--- src/rtl/controlador_sequenciador.sv ---
// SAP-1 control/sequencer: six-state one-hot ring (T1..T6) decoding bus/load controls from the opcode.
// Optional macro SAP1_SKIP_NOP_EN returns to T1 early when the remaining T-states would do nothing.
module controlador_sequenciador #(
   parameter logic [3:0] OPC_LDA = 4'b0000,
   parameter logic [3:0] OPC_ADD = 4'b0001,
   parameter logic [3:0] OPC_SUB = 4'b0010,
   parameter logic [3:0] OPC_OUT = 4'b1110,
   parameter logic [3:0] OPC_HLT = 4'b1111
) (
   input  logic       clk,
   input  logic       clr,
   input  logic       habilita,
   input  logic [3:0] opcode,
   output logic [5:0] t,
   output logic       cp,
   output logic       ep,
   output logic       lm,
   output logic       ce,
   output logic       li,
   output logic       ei,
   output logic       la,
   output logic       ea,
   output logic       su,
   output logic       eu,
   output logic       lb,
   output logic       lo,
   output logic       hlt
);

   typedef enum logic [5:0] {
      T1 = 6'b000001,
      T2 = 6'b000010,
      T3 = 6'b000100,
      T4 = 6'b001000,
      T5 = 6'b010000,
      T6 = 6'b100000
   } state_t;

   state_t state, state_nxt;
   logic   halted, halted_nxt;

   always_ff @(posedge clk or posedge clr) begin
      if (clr) begin
         state  <= T1;
         halted <= 1'b0;
      end else begin
         state  <= state_nxt;
         halted <= halted_nxt;
      end
   end

   always_comb begin
      state_nxt  = state;
      halted_nxt = halted;
      t   = state;
      hlt = halted;
      cp = 1'b0; ep = 1'b0; lm = 1'b0; ce = 1'b0; li = 1'b0; ei = 1'b0;
      la = 1'b0; ea = 1'b0; su = 1'b0; eu = 1'b0; lb = 1'b0; lo = 1'b0;

      if (habilita && !halted) begin
         case (state)
            T1: state_nxt = T2;
            T2: state_nxt = T3;
            T3: state_nxt = T4;
            T4: begin
               // HLT parks the ring in T4; only clr releases it
               if (opcode == OPC_HLT) halted_nxt = 1'b1;
`ifdef SAP1_SKIP_NOP_EN
               else if (!(opcode inside {OPC_LDA, OPC_ADD, OPC_SUB})) state_nxt = T1;
`endif
               else state_nxt = T5;
            end
            T5: begin
`ifdef SAP1_SKIP_NOP_EN
               if (opcode == OPC_LDA) state_nxt = T1;
               else state_nxt = T6;
`else
               state_nxt = T6;
`endif
            end
            T6:      state_nxt = T1;
            default: state_nxt = T1;
         endcase
      end

      if (!halted) begin
         case (state)
            T1: begin ep = 1'b1; lm = 1'b1; end
            T2: cp = 1'b1;
            T3: begin ce = 1'b1; li = 1'b1; end
            T4: begin
               if (opcode inside {OPC_LDA, OPC_ADD, OPC_SUB}) begin
                  ei = 1'b1; lm = 1'b1;
               end else if (opcode == OPC_OUT) begin
                  ea = 1'b1; lo = 1'b1;
               end
            end
            T5: begin
               if (opcode == OPC_LDA) begin
                  ce = 1'b1; la = 1'b1;
               end else if (opcode inside {OPC_ADD, OPC_SUB}) begin
                  ce = 1'b1; lb = 1'b1;
               end
            end
            T6: begin
               if (opcode inside {OPC_ADD, OPC_SUB}) begin
                  eu = 1'b1; la = 1'b1;
                  su = (opcode == OPC_SUB);
               end
            end
            default: ;
         endcase
      end
   end

endmodule

--- config.mk ---
export PLATFORM = sky130hd
export DESIGN_NAME = controlador_sequenciador
export DESIGN_NICKNAME = d
export VERILOG_FILES = /design/src/rtl/controlador_sequenciador.sv
export SDC_FILE = /design/constraint.sdc
export NUM_CORES = 1
export LEC_CHECK = 0
export CORE_UTILIZATION = 40
export DETAILED_ROUTE_END_ITERATION = 10
export HOLD_SLACK_MARGIN = 0.15
export PLACE_DENSITY = 0.75
export SLEW_MARGIN = 30
export SYNTH_ARGS = -nofsm -noshare
export SYNTH_HDL_FRONTEND = slang
export SYNTH_SLANG_ARGS = --single-unit
--- constraint.sdc ---
create_clock -name clk -period 2.1 [get_ports clk]
set_input_delay 0.21 -clock clk [delete_from_list [all_inputs] [get_ports clk]]
set_output_delay 0.21 -clock clk [all_outputs]
set_load 0.05 [all_outputs]
Word-level counts from Yosys, hierarchy flattened:

Index checks and enable logic that the tools add are counted.

* register bits after elaboration: 7
* output and inout bits: 19
* word-level logic and storage cells: 52

* equal/unequal tests: 11
* muxes and demuxes: 32
* reduce and logical (&&, ||, !) cells: 7

Operators with widths (number)
* 6-bit case mux with 5 select lines: 1
* 1-bit two-way mux: 27
* 4-bit equality test, second input constant: 2
* 6-bit by 1-bit equality test with 1-bit output, second input constant: 1
* 6-bit by 2-bit equality test with 1-bit output, second input constant: 1
* 6-bit by 3-bit equality test with 1-bit output, second input constant: 1
* 6-bit by 4-bit equality test with 1-bit output, second input constant: 1
* 6-bit by 5-bit equality test with 1-bit output, second input constant: 1
* 6-bit equality test, second input constant: 1
* 6-bit two-way mux: 1
* 1-bit case mux with 2 select lines: 3
* 4-bit by 1-bit equality test with 1-bit output, second input constant: 1
* 4-bit by 2-bit equality test with 1-bit output, second input constant: 1
* 4-bit logical NOT: 1
* 3-bit AND reduction: 1
* 3-bit nonzero test: 1
* 2-bit inequality test, second input constant: 1
* 2-bit AND reduction: 1
* 2-bit nonzero test: 1
* 1-bit logical AND: 1
* 1-bit logical NOT: 1

Depth between registers and ports, before layout:

Gate-level depths: netlist of run 1.

* depth after elaboration: 6
* mapped depth: 5
* depth with buffers taken out: 4

Least setup slack after synthesis of run 1:

Ideal clock, no wire load.

* kind: reg2out
* start point: register state[1], in the netlist t[1]
* end point: output port lo
* arrival: 3306 ps
* path slack: -1416 ps
* stages on the path, launching flop included: 5
* path through: dfrtp_1 > nor4_4 > nand2_1 > nor4_1 > buf_4

* word-level cells in the longest chain between the ends: 3

RTL lines
* from (decl): line 39 `state_t state, state_nxt;`
* from (signal assigned): line 47 `state <= state_nxt;`
* 6-bit by 4-bit equality test with 1-bit output
* 1-bit two-way mux (2 in series)
* to (decl): line 26 `output logic lo,`

Every way passes these cells.

Worst setup path in the final report of run 1:

* start point: register state[2], in the netlist t[2]
* end point: output port lm

* word-level cells in the longest chain between the ends: 3

RTL lines
* 6-bit by 4-bit equality test with 1-bit output / 6-bit by 1-bit equality test with 1-bit output (equally long branches): line 87 `case (state)`
* 1-bit case mux with 2 select lines *: line 87
* 1-bit two-way mux *: line 86 `if (!halted) begin`
* to (decl): line 17 `output logic lm,`

Every way passes the cells marked *; elsewhere a longest branch is shown, timed or not.

==> flow_metrics.py, run 1 <==
metrics = {
    "run_status": {
        "run_status": "finished with violations",
        "failed_checks": "setup timing",
    },
    "power_and_ir_drop": {
        "p_total_mw": 1.140,
        "peakVddDrop_mv": 0.6613,
        "p_per_area_nw_per_um2": 989.6,
        "p_leak_nw": 0.4476,
    },
    "detailed_routing": {
        "drtIter0Drc": 13,
        "totalWireLength_mm": 1.829,
        "drtAntennaViolNets": 0,
        "drc": 0,
        "drt_first_pass_iters": 4,
        "vias": 670,
        "wire_per_inst_um": 15.63,
        "via_per_inst": 5.726,
    },
    "synthesis": {
        "synth_top_cells_by_area": "dfrtp_1 26%, mux2i_1 6.8%, dfstp_2 4.5%",
        "netlist_instances": 67,
        "netlist_area_um2": 586.8,
        "ys_warn_count": 0,
        "synth_common_cells": "7 x nor2_1, 6 x dfrtp_1",
        "syn_area_per_cell_um2": 8.758,
        "yosys_register_bits": 7,
        "yosys_most_used_dff": "dfrtp_1",
        "synth_edf_count": 0,
        "ys_seq_area_frac": 0.3006,
        "ys_types": 33,
        "synth_top_cell_by_area": "dfrtp_1",
        "syn_nets": 74,
        "yosys.cell_count.top_type": "nor2_1",
        "async_reset_ff_frac": 1.000,
        "synth_top_area_share": 0.2559,
    },
    "critical_path": {
        "crit_type": "flop to output pin",
        "arrival_ns": 1.95,
        "r2r_cells": 5,
        "cp.required_ns": 1.89,
        "end_kind": "output pin",
        "crit_path_max_fanout": 3,
        "cp-start-kind": "flop",
        "r2r-end": "t[2]",
        "r2r_slack_ns": 0.45,
        "crit_start": "t[2]",
        "r2r_start": "t[3]",
    },
    "sta": {
        "rsz0062_at_grt": "yes",
        "hold_viol_final": 0,
        "fmax_mhz": 463.7,
        "fin_ws_ns": -0.05659,
        "clock_skew_ns": 0.003407,
        "slew_violations": 0,
        "setup_viol": 2,
        "finalHoldWorstSlack_ns": 0.1751,
        "min_period_over_period": 1.027,
        "relSlewSlack": 0.6644,
        "period_minus_slack_ns": 2.157,
        "worst_pin_slew_ns": 0.5018,
    },
    "hold_path": {
        "hold_class": "primary input to asynchronous set/reset pin",
    },
    "global_routing": {
        "grt_use_total": 0.2719,
        "grt-ovfl-total": 0,
        "grt_max_degree": 10,
        "grt_first_pass_wirelength_mm": 2.808,
        "grt_pass1_vias": 642,
        "antenna_found_initial": 0,
    },
    "die": {
        "initial_core_util": 0.4400,
        "die_h_um": 40.30,
        "rows": 13,
        "die_w_um": 40.30,
        "ioPinCount": 26,
        "core_area_um2": 1334,
        "dieArea_um2": 1624,
    },
    "clocking": {
        "cts_sinks": 7,
        "clk_pin_slew_worst_paths_ns": 0.06,
        "clock-root-buffer": "clkbuf_4",
        "ctsHoldBuffers": 0,
        "htree_levels": 1,
        "clkLatencyLatePin_ns": 0.27,
        "clockBufferDepth": 2,
        "cts_tree": "yes",
        "cts_inserted_buffers": 3,
    },
    "place": {
        "dpl-instance-area_um2": 1097,
        "dp.cells": 111,
        "gp_congestion": 0.7915,
        "io_buffers": 25,
        "place_ws_ns": 0.1228,
        "hpwl_mm": 1.428,
    },
    "layout": {
        "antenna_cells": 0,
        "final_cell_area_um2": 1152,
        "area_delta_synth_final_pct": 96.38,
        "drive_above_1_share": 0.5098,
        "fin_nets": 110,
        "fin_cells": 117,
    },
    "job": {
        "drv_cap": 0,
    },
}
## worst max-delay path: stages, from the launching register on
cell	delay [ns]
dfrtp_2	0.40
or4_4	0.54
or3b_4	0.43
a21oi_4	0.16
buf_12	0.15
## where the power goes
| part | switching, mW | internal [mW] | leakage (nW) |
|---|---|---|---|
| combinational | 0.418 | 0.347 | 0.349 |
| sequential | 0.0648 | 0.175 | 0.0838 |
| clock | 0.0622 | 0.0733 | 0.0150 |
## logic make-up after synthesis
family	share of synthesized area
buf+inv	0.07248
compound gates	0.1898
flops	0.3006
mux	0.08742
xor+xnor	0.01493
simple gates	0.3348
## placed cells by master (no fill, tap or decap), drive strengths merged, types with 4 or more instances in the layout
cell type,n
mux2i,4
nor2,7
nor2b,4
a21oi,4
clkdlybuf4s50,13
buf,22
dfrtp,6
inv,4
nor4,4
clkbuf,4
## what timing repair did
item	in CTS	in global routing
resized for setup	1	2
gates cloned	0	0
pin swaps	5	1
setup buffers	1	1
setup endpoints to repair	4	8
## stage by stage
step,TNS [ns],utilization
3_5_place_dp,0,0.8227
4_1_cts,-0.1312,0.8499
5_1_grt,-0.2916,0.8640
3_3_place_gp,0,0.8227
2_1_floorplan,-0.7322,-
6_report,-0.09022,0.8640
## registers in the layout (all words and copies together) (netlist names)
name / count
t: 6
hlt: 1
## worst max path at each step
stage	endpoint	cells after the start	slack, ns
after floorplan	lo	5	-0.23
after global placement	lm	4	0.15
after detailed placement	lm	4	0.12
after CTS	lm	4	-0.08
after global routing	lm	4	-0.11
final	lm	4	-0.06
## layer usage
layer | vias to the layer above | global-route usage | part of all wire
li1 | 311 | - | -
met1 | 322 | 0.3142 | 0.41
met2 | 31 | 0.4637 | 0.52
met3 | 6 | 0.08333 | 0.050
met4 | 0 | 0.1083 | 0.024
met5 | - | 0 | 0
## area by class of cell
cell class / count / area, µm²
well taps: 15 / 18.77
inverters: 4 / 15.01
flip-flops and latches: 7 / 182.7
multi-input cells: 52 / 464.2
clock buffers: 4 / 26.28
repair buffers: 35 / 445.4
fillers: 75 / 181.4
Power figures use the tool's default switching activity.
==> run 2: changes to the inputs <==
--- a/config.mk
+++ b/config.mk
@@ -9,5 +9,6 @@
 export DETAILED_ROUTE_END_ITERATION = 10
 export HOLD_SLACK_MARGIN = 0.15
-export PLACE_DENSITY = 0.75
+export PLACE_DENSITY = 0.87
+export SKIP_LAST_GASP = 1
 export SLEW_MARGIN = 30
 export SYNTH_ARGS = -nofsm -noshare
==> constraint.sdc (replaced) <==
create_clock -name clk -period 2.1 [get_ports clk]
set_input_delay 0.21 -clock clk [delete_from_list [all_inputs] [get_ports clk]]
set_output_delay 0.21 -clock clk [all_outputs]
set_load 0.01 [all_outputs]
==> run 2 against run 1 <==
  * The flow now finishes without violations
  * Count of clock-buffer cells in the layout unchanged
  * First-iteration DRC count down 23%
  * Wire length up 3.9%
  * Critical endpoint unchanged
  * Register-to-register slack worse by 0.08 ns
  * Setup slack better by 0.10 ns
==> flow_metrics.py, run 2 (synthesis gave the netlist of run 1 again) <==
metrics = {
    "critical_path": {
        "crit_start": "t[3]",
        "r2r_start": "t[0]",
        "r2r_cells": 5,
        "r2r_slack_ns": 0.37,
        "end_kind": "output pin",
        "arrival_ns": 1.84,
        "crit_type": "flop to output pin",
        "cp.required_ns": 1.89,
        "crit_path_max_fanout": 3,
        "r2r-end": "t[2]",
        "cp-start-kind": "flop",
    },
    "layout": {
        "utilization": 0.7373,
        "drive_above_1_share": 0.3578,
        "final_cell_mix": "16 x buf_4, 13 x clkdlybuf4s50_1, 7 x nor2_1",
        "fin_cells": 124,
        "final_cell_area_um2": 983.4,
        "area_delta_synth_final_pct": 67.59,
        "antenna_cells": 0,
        "fin_nets": 117,
        "mostFrequentLayoutCell": "buf_4",
        "largest_register_ffs": 6,
    },
    "sta": {
        "slew_violations": 0,
        "worst_pin_slew_ns": 0.3215,
        "relSlewSlack": 0.7844,
        "rsz0062_at_grt": "yes",
        "setup_viol": 0,
        "fmax_mhz": 487.1,
        "clock_skew_ns": 0.007066,
        "min_period_over_period": 0.9776,
        "fin_ws_ns": 0.04712,
        "hold_viol_final": 0,
        "period_minus_slack_ns": 2.053,
    },
    "detailed_routing": {
        "wire_per_inst_um": 15.32,
        "vias": 671,
        "totalWireLength_mm": 1.900,
        "drtIter0Drc": 10,
        "drc": 0,
        "via_per_inst": 5.411,
        "drtAntennaViolNets": 0,
        "drt_first_pass_iters": 4,
    },
    "global_routing": {
        "grt_max_degree": 10,
        "grt-ovfl-total": 0,
        "antenna_found_initial": 0,
        "grt_use_total": 0.2549,
        "grt_first_pass_wirelength_mm": 2.739,
        "grt_pass1_vias": 647,
    },
    "power_and_ir_drop": {
        "p_per_area_nw_per_um2": 892.1,
        "peakVddDrop_mv": 0.6225,
        "p_leak_nw": 0.4555,
    },
    "place": {
        "place_ws_ns": -0.1070,
        "dp.cells": 118,
        "io_buffers": 25,
        "dpl-instance-area_um2": 940.9,
        "gp_congestion": 0.7499,
        "hpwl_mm": 1.368,
    },
    "clocking": {
        "cts_inserted_buffers": 3,
        "cts_tree": "yes",
        "cts_sinks": 7,
        "clkLatencyLatePin_ns": 0.25,
        "clock-root-buffer": "clkbuf_4",
        "clk_pin_slew_worst_paths_ns": 0.06,
        "clockBufferDepth": 2,
        "htree_levels": 1,
    },
    "job": {
        "drv_cap": 0,
    },
    "die": {
        "rows": 13,
        "core_area_um2": 1334,
        "die_w_um": 40.30,
        "ioPinCount": 26,
        "initial_core_util": 0.4400,
        "die_h_um": 40.30,
        "dieArea_um2": 1624,
    },
    "hold_path": {
        "hold_class": "primary input to asynchronous set/reset pin",
    },
    "run_status": {
        "run_status": "completed",
    },
}
## run 2: cell types whose count changed in the layout (fill, tap and decap cells not counted), sizes merged
cell / previous run / this run
clkbuf: 4 / 9
clkdlybuf4s15: 0 / 1
dlygate4sd2: 0 / 4
buf: 22 / 19
## run 2: metrics by stage
step / hold WS (ns) / setup TNS, ns / total power, mW
after floorplan: 0.01267 / 0 / 0.4717
after global placement: 0.4421 / -0.1247 / 0.6988
after detailed placement: 0.4528 / -0.5541 / 0.7120
after CTS: 0.1805 / -0.08754 / 0.8708
after global routing: 0.2292 / -0.03970 / 0.9346
final: 0.1796 / 0 / 0.8773
## run 2: area by class of cell
type,instances,area [µm²]
tap,15,18.77
multi-input combinational,52,405.4
inverter,4,15.01
timing repair buffer,42,341.6
fill,111,350.3
sequential,7,176.4
clock buffer,4,26.28
## run 2: how the worst max path moves through the flow
stage                     endpoint  slack [ns]  cells past startpoint
after global placement          lm       -0.07                      4
after CTS                       lm       -0.08                      4
final                           lm        0.05                      4
after floorplan                 lo        0.07                      5
after global routing            lm       -0.02                      4
after detailed placement        lm       -0.11                      4
## run 2: power by group
group | switching (mW) | internal (mW) | leakage (nW)
sequential | 0.0408 | 0.171 | 0.0912
clock | 0.0514 | 0.0726 | 0.0150
combinational | 0.249 | 0.292 | 0.349
## run 2: repair_timing
item	CTS	global route
pin swaps	1	2
endpoints found under the setup margin	12	8
hold endpoints to repair	0	0
hold buffers	0	0
gates resized for setup	23	15
setup buffers	2	0
## run 2: routing by layer
layer  up-vias  routed length [µm]  GRT usage
met5         -                   0          0
met4         0                   0    0.03333
met3         0                 117    0.05000
met2        32                 990     0.4637
met1       313                 793     0.3162
li1        326                   -          -
## run 2: critical path, cell delays in order, from the launching register on
cell      delay [ns]
dfrtp_1         0.38
or4_4           0.54
or3b_4          0.40
a21oi_1         0.14
clkbuf_2        0.15
